### config.mk
export PLATFORM = sky130hd
export DESIGN_NAME = tile_controller
export DESIGN_NICKNAME = d
export VERILOG_FILES = /design/src/rtl/tile_controller_pkg.sv /design/src/rtl/tile_controller_counter.sv /design/src/rtl/tile_controller.sv
export SDC_FILE = /design/constraint.sdc
export NUM_CORES = 1
export LEC_CHECK = 0
export ABC_AREA = 1
export BUFFER_PORTS_ARGS = -buffer_cell sky130_fd_sc_hd__clkbuf_2
export CORE_ASPECT_RATIO = 0.9
export CORE_MARGIN = 4
export CORE_UTILIZATION = 57
export CTS_CLUSTER_SIZE = 30
export DETAILED_ROUTE_END_ITERATION = 16
export PLACE_DENSITY = 0.8
export SYNTH_ARGS = -nofsm -noshare
export SYNTH_HDL_FRONTEND = slang
export SYNTH_SLANG_ARGS = --single-unit
### constraint.sdc
create_clock -name clk_i -period 6.8 [get_ports clk_i]
set_input_delay 1.36 -clock clk_i [delete_from_list [all_inputs] [get_ports clk_i]]
set_output_delay 1.36 -clock clk_i [all_outputs]
set_load 0.01 [all_outputs]
### src/rtl/tile_controller_pkg.sv
// -----------------------------------------------------------------------------
// tile_controller_pkg
// Shared definitions for the systolic-array tile sequencer:
//   - default ADDR_WIDTH / ARRAY_DIM used by tile_controller
//   - controller state encoding (IDLE, STREAM, DRAIN, DONE)
// -----------------------------------------------------------------------------
package tile_controller_pkg;

  localparam int DEFAULT_ADDR_WIDTH = 16;
  localparam int DEFAULT_ARRAY_DIM  = 8;

  typedef enum logic [1:0] {
    IDLE   = 2'd0,
    STREAM = 2'd1,
    DRAIN  = 2'd2,
    DONE   = 2'd3
  } state_e;

endpackage

### src/rtl/tile_controller_counter.sv
// -----------------------------------------------------------------------------
// tile_counter
// Wrapping up-counter used for the cycle, drain, column and row counters.
// Counts 0..last_i while en_i is high, then wraps to 0.
//   clk_i   : clock
//   rst_ni  : asynchronous active-low reset (count -> 0)
//   clr_i   : synchronous clear (has priority over en_i)
//   en_i    : advance the count this cycle
//   last_i  : terminal count value (limit - 1)
//   count_o : current count
//   wrap_o  : high in the enabled cycle where the count sits at last_i,
//             i.e. the cycle after which it returns to 0
// -----------------------------------------------------------------------------
module tile_counter
  import tile_controller_pkg::*;
#(
  parameter int WIDTH = DEFAULT_ADDR_WIDTH
) (
  input  logic             clk_i,
  input  logic             rst_ni,
  input  logic             clr_i,
  input  logic             en_i,
  input  logic [WIDTH-1:0] last_i,
  output logic [WIDTH-1:0] count_o,
  output logic             wrap_o
);

  localparam logic [WIDTH-1:0] ONE = WIDTH'(1);

  logic [WIDTH-1:0] count_q, count_d;
  logic             at_last;

  assign at_last = (count_q == last_i);
  assign wrap_o  = en_i && at_last;
  assign count_o = count_q;

  always_comb begin
    count_d = count_q;
    if (clr_i) begin
      count_d = '0;
    end else if (en_i) begin
      count_d = at_last ? '0 : count_q + ONE;
    end
  end

  always_ff @(posedge clk_i or negedge rst_ni) begin
    if (!rst_ni) begin
      count_q <= '0;
    end else begin
      count_q <= count_d;
    end
  end

endmodule

### src/rtl/tile_controller.sv
// -----------------------------------------------------------------------------
// tile_controller
// Sequences a tiled matrix multiply P = A x B on an ARRAY_DIM x ARRAY_DIM
// systolic array. Tiles are visited column-fastest; each tile streams
// max(k, ARRAY_DIM) cycles of A/B reads (zero-feed bubbles past k), then
// optionally drains ARRAY_DIM result rows into the P buffer.
//
// Build option: define TILE_WRITEBACK_EN to include the DRAIN phase that
// writes P. Without it DRAIN never occurs, tiles advance directly at the end
// of STREAM and the P port (enp_o/wep_o/addrp_o) is held at 0.
//
// Ports:
//   clk_i, rst_ni                  clock, asynchronous active-low reset
//   start_i                        level start request (sampled in IDLE)
//   busy_o                         high in STREAM and DRAIN
//   valid_o                        high in DONE
//   m_i, k_i, n_i                  matrix dimensions (captured at start)
//   base_addra_i/b/p               buffer base addresses (captured at start)
//   tile_begin_o, tile_end_o       first / last stream cycle of a tile
//   ensys_o, bubble_o              array enable, zero-feed cycle
//   ena_o/enb_o/enp_o              buffer enables
//   wea_o/web_o/wep_o              buffer write enables
//   addra_o/addrb_o/addrp_o        buffer addresses (modulo 2^ADDR_WIDTH)
// -----------------------------------------------------------------------------
module tile_controller
  import tile_controller_pkg::*;
#(
  parameter int ADDR_WIDTH = DEFAULT_ADDR_WIDTH,
  parameter int ARRAY_DIM  = DEFAULT_ARRAY_DIM
) (
  input  logic                  clk_i,
  input  logic                  rst_ni,
  input  logic                  start_i,
  output logic                  busy_o,
  output logic                  valid_o,
  input  logic [ADDR_WIDTH-1:0] m_i,
  input  logic [ADDR_WIDTH-1:0] k_i,
  input  logic [ADDR_WIDTH-1:0] n_i,
  input  logic [ADDR_WIDTH-1:0] base_addra_i,
  input  logic [ADDR_WIDTH-1:0] base_addrb_i,
  input  logic [ADDR_WIDTH-1:0] base_addrp_i,
  output logic                  tile_begin_o,
  output logic                  tile_end_o,
  output logic                  ensys_o,
  output logic                  bubble_o,
  output logic                  ena_o,
  output logic                  enb_o,
  output logic                  enp_o,
  output logic                  wea_o,
  output logic                  web_o,
  output logic                  wep_o,
  output logic [ADDR_WIDTH-1:0] addra_o,
  output logic [ADDR_WIDTH-1:0] addrb_o,
  output logic [ADDR_WIDTH-1:0] addrp_o
);

  localparam int                    DIM_LOG2 = $clog2(ARRAY_DIM);
  localparam logic [ADDR_WIDTH-1:0] DIM_W    = ADDR_WIDTH'(ARRAY_DIM);
  localparam logic [ADDR_WIDTH-1:0] ONE      = ADDR_WIDTH'(1);

  state_e state_q, state_d;

  logic [ADDR_WIDTH-1:0] m_q, m_d, k_q, k_d, n_q, n_d;
  logic [ADDR_WIDTH-1:0] base_a_q, base_a_d, base_b_q, base_b_d;

  logic                  dims_nz, capture, cnt_clr;
  logic [ADDR_WIDTH-1:0] row_tiles, col_tiles, row_last, col_last, len_last;
  logic [ADDR_WIDTH-1:0] cyc_q, col_q, row_q;
  logic                  cyc_en, cyc_wrap, tile_adv, col_wrap, row_wrap;

  assign dims_nz = (m_i != '0) && (k_i != '0) && (n_i != '0);
  assign capture = (state_q == IDLE) && start_i && dims_nz;
  assign cnt_clr = (state_q == IDLE);

  // Captured operation parameters
  always_comb begin
    m_d      = m_q;
    k_d      = k_q;
    n_d      = n_q;
    base_a_d = base_a_q;
    base_b_d = base_b_q;
    if (capture) begin
      m_d      = m_i;
      k_d      = k_i;
      n_d      = n_i;
      base_a_d = base_addra_i;
      base_b_d = base_addrb_i;
    end
  end

  always_ff @(posedge clk_i or negedge rst_ni) begin
    if (!rst_ni) begin
      m_q      <= '0;
      k_q      <= '0;
      n_q      <= '0;
      base_a_q <= '0;
      base_b_q <= '0;
    end else begin
      m_q      <= m_d;
      k_q      <= k_d;
      n_q      <= n_d;
      base_a_q <= base_a_d;
      base_b_q <= base_b_d;
    end
  end

  // ceil(x / ARRAY_DIM) as shift plus a remainder bit, so a dimension near
  // 2^ADDR_WIDTH cannot overflow the way (x + ARRAY_DIM - 1) >> log2 would.
  assign row_tiles = (m_q >> DIM_LOG2) + ADDR_WIDTH'(|m_q[DIM_LOG2-1:0]);
  assign col_tiles = (n_q >> DIM_LOG2) + ADDR_WIDTH'(|n_q[DIM_LOG2-1:0]);
  assign row_last  = row_tiles - ONE;
  assign col_last  = col_tiles - ONE;
  assign len_last  = (k_q > DIM_W) ? (k_q - ONE) : (DIM_W - ONE);

  assign cyc_en = (state_q == STREAM);

  tile_counter #(.WIDTH(ADDR_WIDTH)) u_cyc_cnt (
    .clk_i  (clk_i),
    .rst_ni (rst_ni),
    .clr_i  (cnt_clr),
    .en_i   (cyc_en),
    .last_i (len_last),
    .count_o(cyc_q),
    .wrap_o (cyc_wrap)
  );

`ifdef TILE_WRITEBACK_EN
  logic [ADDR_WIDTH-1:0] base_p_q, base_p_d;
  logic [ADDR_WIDTH-1:0] drn_q;
  logic                  drn_en, drn_wrap;

  assign base_p_d = capture ? base_addrp_i : base_p_q;

  always_ff @(posedge clk_i or negedge rst_ni) begin
    if (!rst_ni) begin
      base_p_q <= '0;
    end else begin
      base_p_q <= base_p_d;
    end
  end

  assign drn_en = (state_q == DRAIN);

  tile_counter #(.WIDTH(ADDR_WIDTH)) u_drn_cnt (
    .clk_i  (clk_i),
    .rst_ni (rst_ni),
    .clr_i  (cnt_clr),
    .en_i   (drn_en),
    .last_i (DIM_W - ONE),
    .count_o(drn_q),
    .wrap_o (drn_wrap)
  );

  // A tile is finished once its results have been written back.
  assign tile_adv = drn_wrap;
`else
  // P is collected by an external capture block; its base is not needed here.
  logic unused_base_p;
  assign unused_base_p = ^base_addrp_i;

  assign tile_adv = cyc_wrap;
`endif

  tile_counter #(.WIDTH(ADDR_WIDTH)) u_col_cnt (
    .clk_i  (clk_i),
    .rst_ni (rst_ni),
    .clr_i  (cnt_clr),
    .en_i   (tile_adv),
    .last_i (col_last),
    .count_o(col_q),
    .wrap_o (col_wrap)
  );

  // row_wrap doubles as "last tile finished" since it needs col_wrap too.
  tile_counter #(.WIDTH(ADDR_WIDTH)) u_row_cnt (
    .clk_i  (clk_i),
    .rst_ni (rst_ni),
    .clr_i  (cnt_clr),
    .en_i   (col_wrap),
    .last_i (row_last),
    .count_o(row_q),
    .wrap_o (row_wrap)
  );

  // State register
  always_ff @(posedge clk_i or negedge rst_ni) begin
    if (!rst_ni) begin
      state_q <= IDLE;
    end else begin
      state_q <= state_d;
    end
  end

  // Next-state logic; start_i is only looked at in IDLE and DONE.
  always_comb begin
    state_d = state_q;
    case (state_q)
      IDLE: begin
        if (start_i) begin
          state_d = dims_nz ? STREAM : DONE;
        end
      end
      STREAM: begin
`ifdef TILE_WRITEBACK_EN
        if (cyc_wrap) begin
          state_d = DRAIN;
        end
`else
        if (row_wrap) begin
          state_d = DONE;
        end
`endif
      end
`ifdef TILE_WRITEBACK_EN
      DRAIN: begin
        if (row_wrap) begin
          state_d = DONE;
        end else if (drn_wrap) begin
          state_d = STREAM;
        end
      end
`endif
      DONE: begin
        if (!start_i) begin
          state_d = IDLE;
        end
      end
      default: state_d = IDLE;
    endcase
  end

  // Outputs decoded from the current state and counters.
  always_comb begin
    busy_o       = 1'b0;
    valid_o      = 1'b0;
    tile_begin_o = 1'b0;
    tile_end_o   = 1'b0;
    ensys_o      = 1'b0;
    bubble_o     = 1'b0;
    ena_o        = 1'b0;
    enb_o        = 1'b0;
    enp_o        = 1'b0;
    wep_o        = 1'b0;
    addra_o      = '0;
    addrb_o      = '0;
    addrp_o      = '0;
    case (state_q)
      STREAM: begin
        busy_o       = 1'b1;
        ensys_o      = 1'b1;
        tile_begin_o = (cyc_q == '0);
        tile_end_o   = (cyc_q == len_last);
        // Past k the array is fed zeros so short-k tiles still fill the array.
        bubble_o     = (cyc_q >= k_q);
        ena_o        = (cyc_q < k_q);
        enb_o        = (cyc_q < k_q);
        addra_o      = base_a_q + row_q * k_q + cyc_q;
        addrb_o      = base_b_q + col_q * k_q + cyc_q;
      end
`ifdef TILE_WRITEBACK_EN
      DRAIN: begin
        busy_o  = 1'b1;
        ensys_o = 1'b1;
        bubble_o = 1'b1;
        enp_o   = 1'b1;
        wep_o   = 1'b1;
        addrp_o = base_p_q + ((row_q * col_tiles + col_q) << DIM_LOG2) + drn_q;
      end
`endif
      DONE: begin
        valid_o = 1'b1;
      end
      default: ;
    endcase
  end

  // A and B are read-only from this controller.
  assign wea_o = 1'b0;
  assign web_o = 1'b0;

endmodule

* Word-level counts from Yosys, hierarchy flattened
Cells that the tools add are included.
** Word-level totals
- Output and inout port bits :: 60
- Flip-flop bits (word level) :: 130
** Operators by class
- Equal/unequal tests :: 8
- Reductions and logical operators :: 18
- Multiply operators :: 2
- Muxes and demuxes :: 23
- Add/subtract/negate cells :: 12
- $lt $le $gt $ge :: 3
** Operators with widths (count)
- 2-to-1 mux 16 bit :: 12
- adder 16 bit :: 4
- adder 16 x 1 -> 16 bit, second input constant :: 3
- equality test 16 bit :: 3
- nonzero test 16 bit :: 3
- multiplier 16 x 16 -> 16 bit :: 2
- subtractor 14 x 1 -> 15 bit, second input constant :: 2
- adder 13 x 1 -> 14 bit :: 2
- greater-or-equal comparator 16 bit :: 1
- greater-than comparator 16 x 4 -> 1 bit, second input constant :: 1
- logical NOT 16 bit :: 1
- less-than comparator 16 bit :: 1
- subtractor 16 x 1 -> 16 bit, second input constant :: 1
- 2-to-1 mux 2 bit :: 4
- logical AND 1 bit :: 7
- 2-to-1 mux 1 bit :: 6
- inequality test 2 bit, second input constant :: 3
- case mux 2 bit (3 select lines) :: 1
- nonzero test 2 bit :: 3
- OR reduction 3 bit :: 2
- AND reduction 3 bit :: 1
- equality test 2 x 1 -> 1 bit, second input constant :: 1
- equality test 2 bit, second input constant :: 1
- logical NOT 2 bit :: 1

* Depth between registers and ports, before layout
- Word-level depth :: 8
- Gate-level depth with buffers :: 26
- Gate-level depth less buffers :: 24

* Modules after synthesis
Synthesis repeated with hierarchy kept, for this count alone.
** Second synthesis, totals
- Cells, all modules :: 2872
- Area total of the unflattened synthesis :: 19484.9 µm²
** Modules (own cells, without submodules)
- tile_controller :: sequential area each 2052.0 µm², area each 15697.6 µm², instances 1, cells each 2233
- tile_counter :: sequential area each 400.4 µm², area each 1262.5 µm², instances 3, cells each 213

* Least setup slack after synthesis
Ideal clock, no wire load.
- Path kind :: register to output
- From :: reg k_q[2]
- To :: out addra_o[14]
- Cell stages (with the launch flop) :: 26
- Data required time :: 5440 ps
- Setup slack :: -67 ps
- Data arrival time :: 5507 ps
- Buffers on the path :: 2
- Path through :: dfrtp_1 -> clkbuf_1 -> clkbuf_1 -> nand2_1 -> inv_1 -> fa_1 -> inv_1 -> fa_1 -> fa_1 -> fa_1 -> inv_1 -> fa_1 -> inv_1 -> fa_1 -> inv_1 -> ha_1 -> inv_1 -> nor4_1 -> nand3_1 -> nand4_1 -> nand2_1 -> inv_1 -> o21ai_0 -> nand2_1 -> o21ai_0 -> a21oi_1
** Between the ends
- Word-level cells in the longest chain between the ends :: 4
** RTL lines
- start, declared :: line tile_controller.sv:63 : logic [ADDR_WIDTH-1:0] m_q, m_d, k_q, k_d, n_q, n_d;
- start signal, assigned :: line tile_controller.sv:100 : k_q <= k_d;
- multiplier 16 x 16 -> 16 bit :: line tile_controller.sv:257 : addra_o = base_a_q + row_q * k_q + cyc_q;
- adder 16 bit (2 in series) :: line tile_controller.sv:257
- 2-to-1 mux 16 bit :: line tile_controller.sv:247 : case (state_q)
- end, declared :: line tile_controller.sv:52 : output logic [ADDR_WIDTH-1:0] addra_o,
Every way passes these cells.

* Worst setup path after layout
- From :: reg k_q[6]
- To :: out addrb_o[13]
** Between the ends
- Word-level cells in the longest chain between the ends :: 4
** RTL lines
- multiplier 16 x 16 -> 16 bit :: line tile_controller.sv:258 : addrb_o = base_b_q + col_q * k_q + cyc_q;
- adder 16 bit (2 in series) :: line tile_controller.sv:258
- 2-to-1 mux 16 bit :: line tile_controller.sv:247
- end, declared :: line tile_controller.sv:53 : output logic [ADDR_WIDTH-1:0] addrb_o,
Every way passes these cells.

==> flow_metrics.py <==
metrics = {
    "logic_synthesis": {
        "ys_top_cells_by_count": "636 x inv_1, 563 x nand2_1, 216 x fa_1",
        "synthTopCellsByArea": "fa_1 23%, dfrtp_1 17%, inv_1 13%",
        "synth_compound_area_frac": 0.0493,
        "synth_mux_area_frac": 0.0172,
        "synth_top_family_by_area": "adder cells",
        "yosysSeqAreaShare": 0.171,
        "synth_top_area_cell": "fa_1",
        "synth_area_sq_um": 19000,
        "syn_avg_cell_area_sq_um": 7.29,
        "yosysMostFrequentCell": "inv_1",
        "ys_seq_elements": 130,
        "yosysWarnings": 0,
        "synth-adder-area-share": 0.312,
        "yosys.area_share.xor_xnor": 0.0590,
        "ys_types": 49,
        "synth_edf_count": 0,
        "syn-instance-count": 2604,
        "synth-main-ff-cell": "dfrtp_1",
        "synth_async_sr_flop_share": 1.00,
        "synth_top_area_frac": 0.228,
        "synth-simple-area-share": 0.230,
    },
    "clock_network": {
        "cts_tree": "done",
        "clkLatencyLatePin_ns": 0.45,
        "cts-root-buf": "clkbuf_16",
        "htree_levels": 4,
        "clock_sinks": 130,
        "holdBufCountCts": 0,
        "clockBufferDepth": 2,
        "cts_inserted_buffers": 17,
        "path_clk_slew_ns": 0.07,
    },
    "timing": {
        "setup_tns_ns": -3.07,
        "setup_viol": 10,
        "clock_skew_ns": 0.0123,
        "hold_violations": 0,
        "tightestPinTransition_ns": 1.01,
        "fin_ws_ns": -0.507,
        "clock.fmax_mhz": 137,
        "slew_headroom": 0.306,
        "min_period_over_period": 1.07,
        "grt_setup_unrepaired": "yes",
        "min_period_ns": 7.31,
        "slew_viol_final": 0,
    },
    "detailed_routing": {
        "firstDrtPassIters": 8,
        "dr.first_iter.drc_count": 1557,
        "wl_per_cell_um": 17.2,
        "drt-total-wl_um": 55200,
        "via_per_inst": 5.39,
        "via_count": 17400,
        "route.detailed.drc": 0,
        "ant_nets": 0,
    },
    "run_status": {
        "violations": "setup timing",
        "status": "finished with violations",
    },
    "flow_run": {
        "cap_viol_max_count": 0,
    },
    "worst_setup_path": {
        "crit_slowest_cell": "dfrtp_2",
        "r2r_start": "k_q[0]$_DFFE_PN0P_",
        "crit_family": "adder cells",
        "crit_fanout": 8,
        "critical_path.startpoint_type": "flip-flop",
        "critPathKind": "flip-flop to primary output",
        "crit_required_ns": 5.44,
        "critPathBufInv": 10,
        "regToRegEndpoint": "u_col_cnt.count_o[5]$_DFFE_PN0P_",
        "r2r_cells": 19,
        "critPathMaxStageDelay_ns": 0.54,
        "end_kind": "primary output",
        "arrival_ns": 5.95,
        "r2r_setup_slack_ns": 2.68,
        "path_common_cell": "fa_1",
    },
    "power": {
        "p_leak_nw": 12.2,
        "p_per_area_nw_per_um2": 362,
        "peakVddDrop_mv": 0.234,
    },
    "layout": {
        "diodes": 0,
        "num-nets-final": 3226,
        "area.growth.synth_to_final_pct": 16.2,
        "stdcell_count": 3218,
        "layout-drive-gt1-share": 0.175,
    },
    "min_path": {
        "worstHoldStart": "m_q[0]$_DFFE_PN0P_",
        "min_path_cells": 1,
        "hold_class": "flip-flop to flip-flop",
        "min_to": "m_q[0]$_DFFE_PN0P_",
    },
    "global_routing": {
        "grt_pass1_vias": 17300,
        "overflow": 0,
        "grtUsageTotal": 0.301,
        "grt_max_degree": 79,
        "antenna_found_initial": 0,
        "grt_pass1_wl_um": 88100,
    },
    "placed_design": {
        "dp_hpwl_um": 43200,
        "gp_congestion": 1.02,
        "port_buffers": 122,
        "dpl.cell_count": 3164,
    },
    "floorplanning": {
        "dieArea_sq_um": 36300,
        "floorplan.initialDensity": 0.578,
        "fp.coreArea_sq_um": 32900,
        "placementRows": 63,
        "ios": 159,
        "die_height_um": 181,
        "die_w_um": 200,
    },
}
-- worst max-delay path by stage --
stage | from | endpoint | cells after the start
after global placement | k_q[6]$_DFFE_PN0P_ | addrb_o[15] | 25
after global routing | k_q[1]$_DFFE_PN0P_ | addrb_o[15] | 25
after detailed placement | k_q[1]$_DFFE_PN0P_ | addra_o[15] | 26
after CTS | k_q[1]$_DFFE_PN0P_ | addra_o[15] | 26
after floorplan | k_q[2]$_DFFE_PN0P_ | addra_o[14] | 25
final | k_q[6]$_DFFE_PN0P_ | addrb_o[13] | 25
-- power breakdown --
group          leakage, nW  switching (mW)  internal [mW]
logic                 10.4            3.36           2.30
clock network        0.302           0.456          0.531
registers             1.57           0.316           1.03
total                 12.2            4.13           3.85
-- cells by family (layout without fill, tap and decap cells) --
group / after synthesis / in the layout
AND/OR/NAND/NOR: 1029 / 1029
XOR/XNOR: 128 / 128
flip-flops: 130 / 130
buffers and inverters: 771 / 944
adder cells (fa/ha/maj): 344 / 344
multiplexers: 29 / 29
other: 1 / 20
AO/OA/AOI/OAI: 172 / 172
-- final cells by class --
class,count,area (sq um)
multi-input combinational,1722,13300
timing repair buffer,274,1970
sequential,130,3270
clock buffer,17,425
tap,422,528
fill,2662,10800
clock inverter,15,190
inverter,638,2400
-- flip-flops by register name, summed over array words and instances (netlist names) --
| signal | flops |
|---|---|
| base_a_q | 16 |
| base_b_q | 16 |
| k_q | 16 |
| m_q | 16 |
| n_q | 16 |
| state_q | 2 |
| u_col_cnt.count_o | 16 |
| u_cyc_cnt.count_o | 16 |
| u_row_cnt.count_o | 16 |
-- per-stage QoR --
step	utilization	worst slack, ns	power [mW]	hold slack (ns)	instance area [sq um]
2_1_floorplan	-	-0.0157	4.41	0.480	19100
3_3_place_gp	0.627	-0.227	6.00	0.490	20600
3_5_place_dp	0.627	-0.312	6.16	0.497	20600
4_1_cts	0.662	-0.455	7.63	0.513	21800
5_1_grt	0.671	-0.705	8.68	0.532	22100
6_report	0.671	-0.507	7.99	0.508	22100
-- cell usage in the layout (no fill, tap or decap), types with 4 or more instances in the layout --
master and instances:
fa_1 206, nand3_1 127, nor4_1 23, nor3_1 24, o21ai_0 31, buf_12 9, nor2_2 16, inv_2 38
clkbuf_2 108, o21ai_2 6, buf_6 22, o21ai_1 15, fa_2 10, nand2_4 6, nor3_4 4, conb_1 20
dfrtp_1 120, buf_2 12, dfrtp_2 10, inv_1 597, mux2_2 29, ha_1 110, o22ai_1 15, nand4_1 45
inv_8 6, nor2_1 196, nor3b_1 4, buf_4 121, a21oi_4 4, nand3_2 4, nand2_2 15, nand3b_1 5
a21oi_1 78, ha_4 15, xnor2_1 42, a21oi_2 7, xor2_1 84, clkbuf_16 17, nand2_1 545
-- layer usage --
| layer | GRT usage | wire length (um) |
|---|---|---|
| met1 | 0.415 | 23100 |
| met2 | 0.488 | 25300 |
| met4 | 0.0996 | 1940 |
| met5 | 0 | 0 |
| met3 | 0.0526 | 4820 |
-- timing repair --
item / 4_1_cts / 5_1_grt
setup buffers: 17 / 9
pin swaps: 81 / 62
resized for setup: 98 / 102
setup endpoints to repair: 14 / 15
Note: power is estimated with default switching activity, not from simulation.
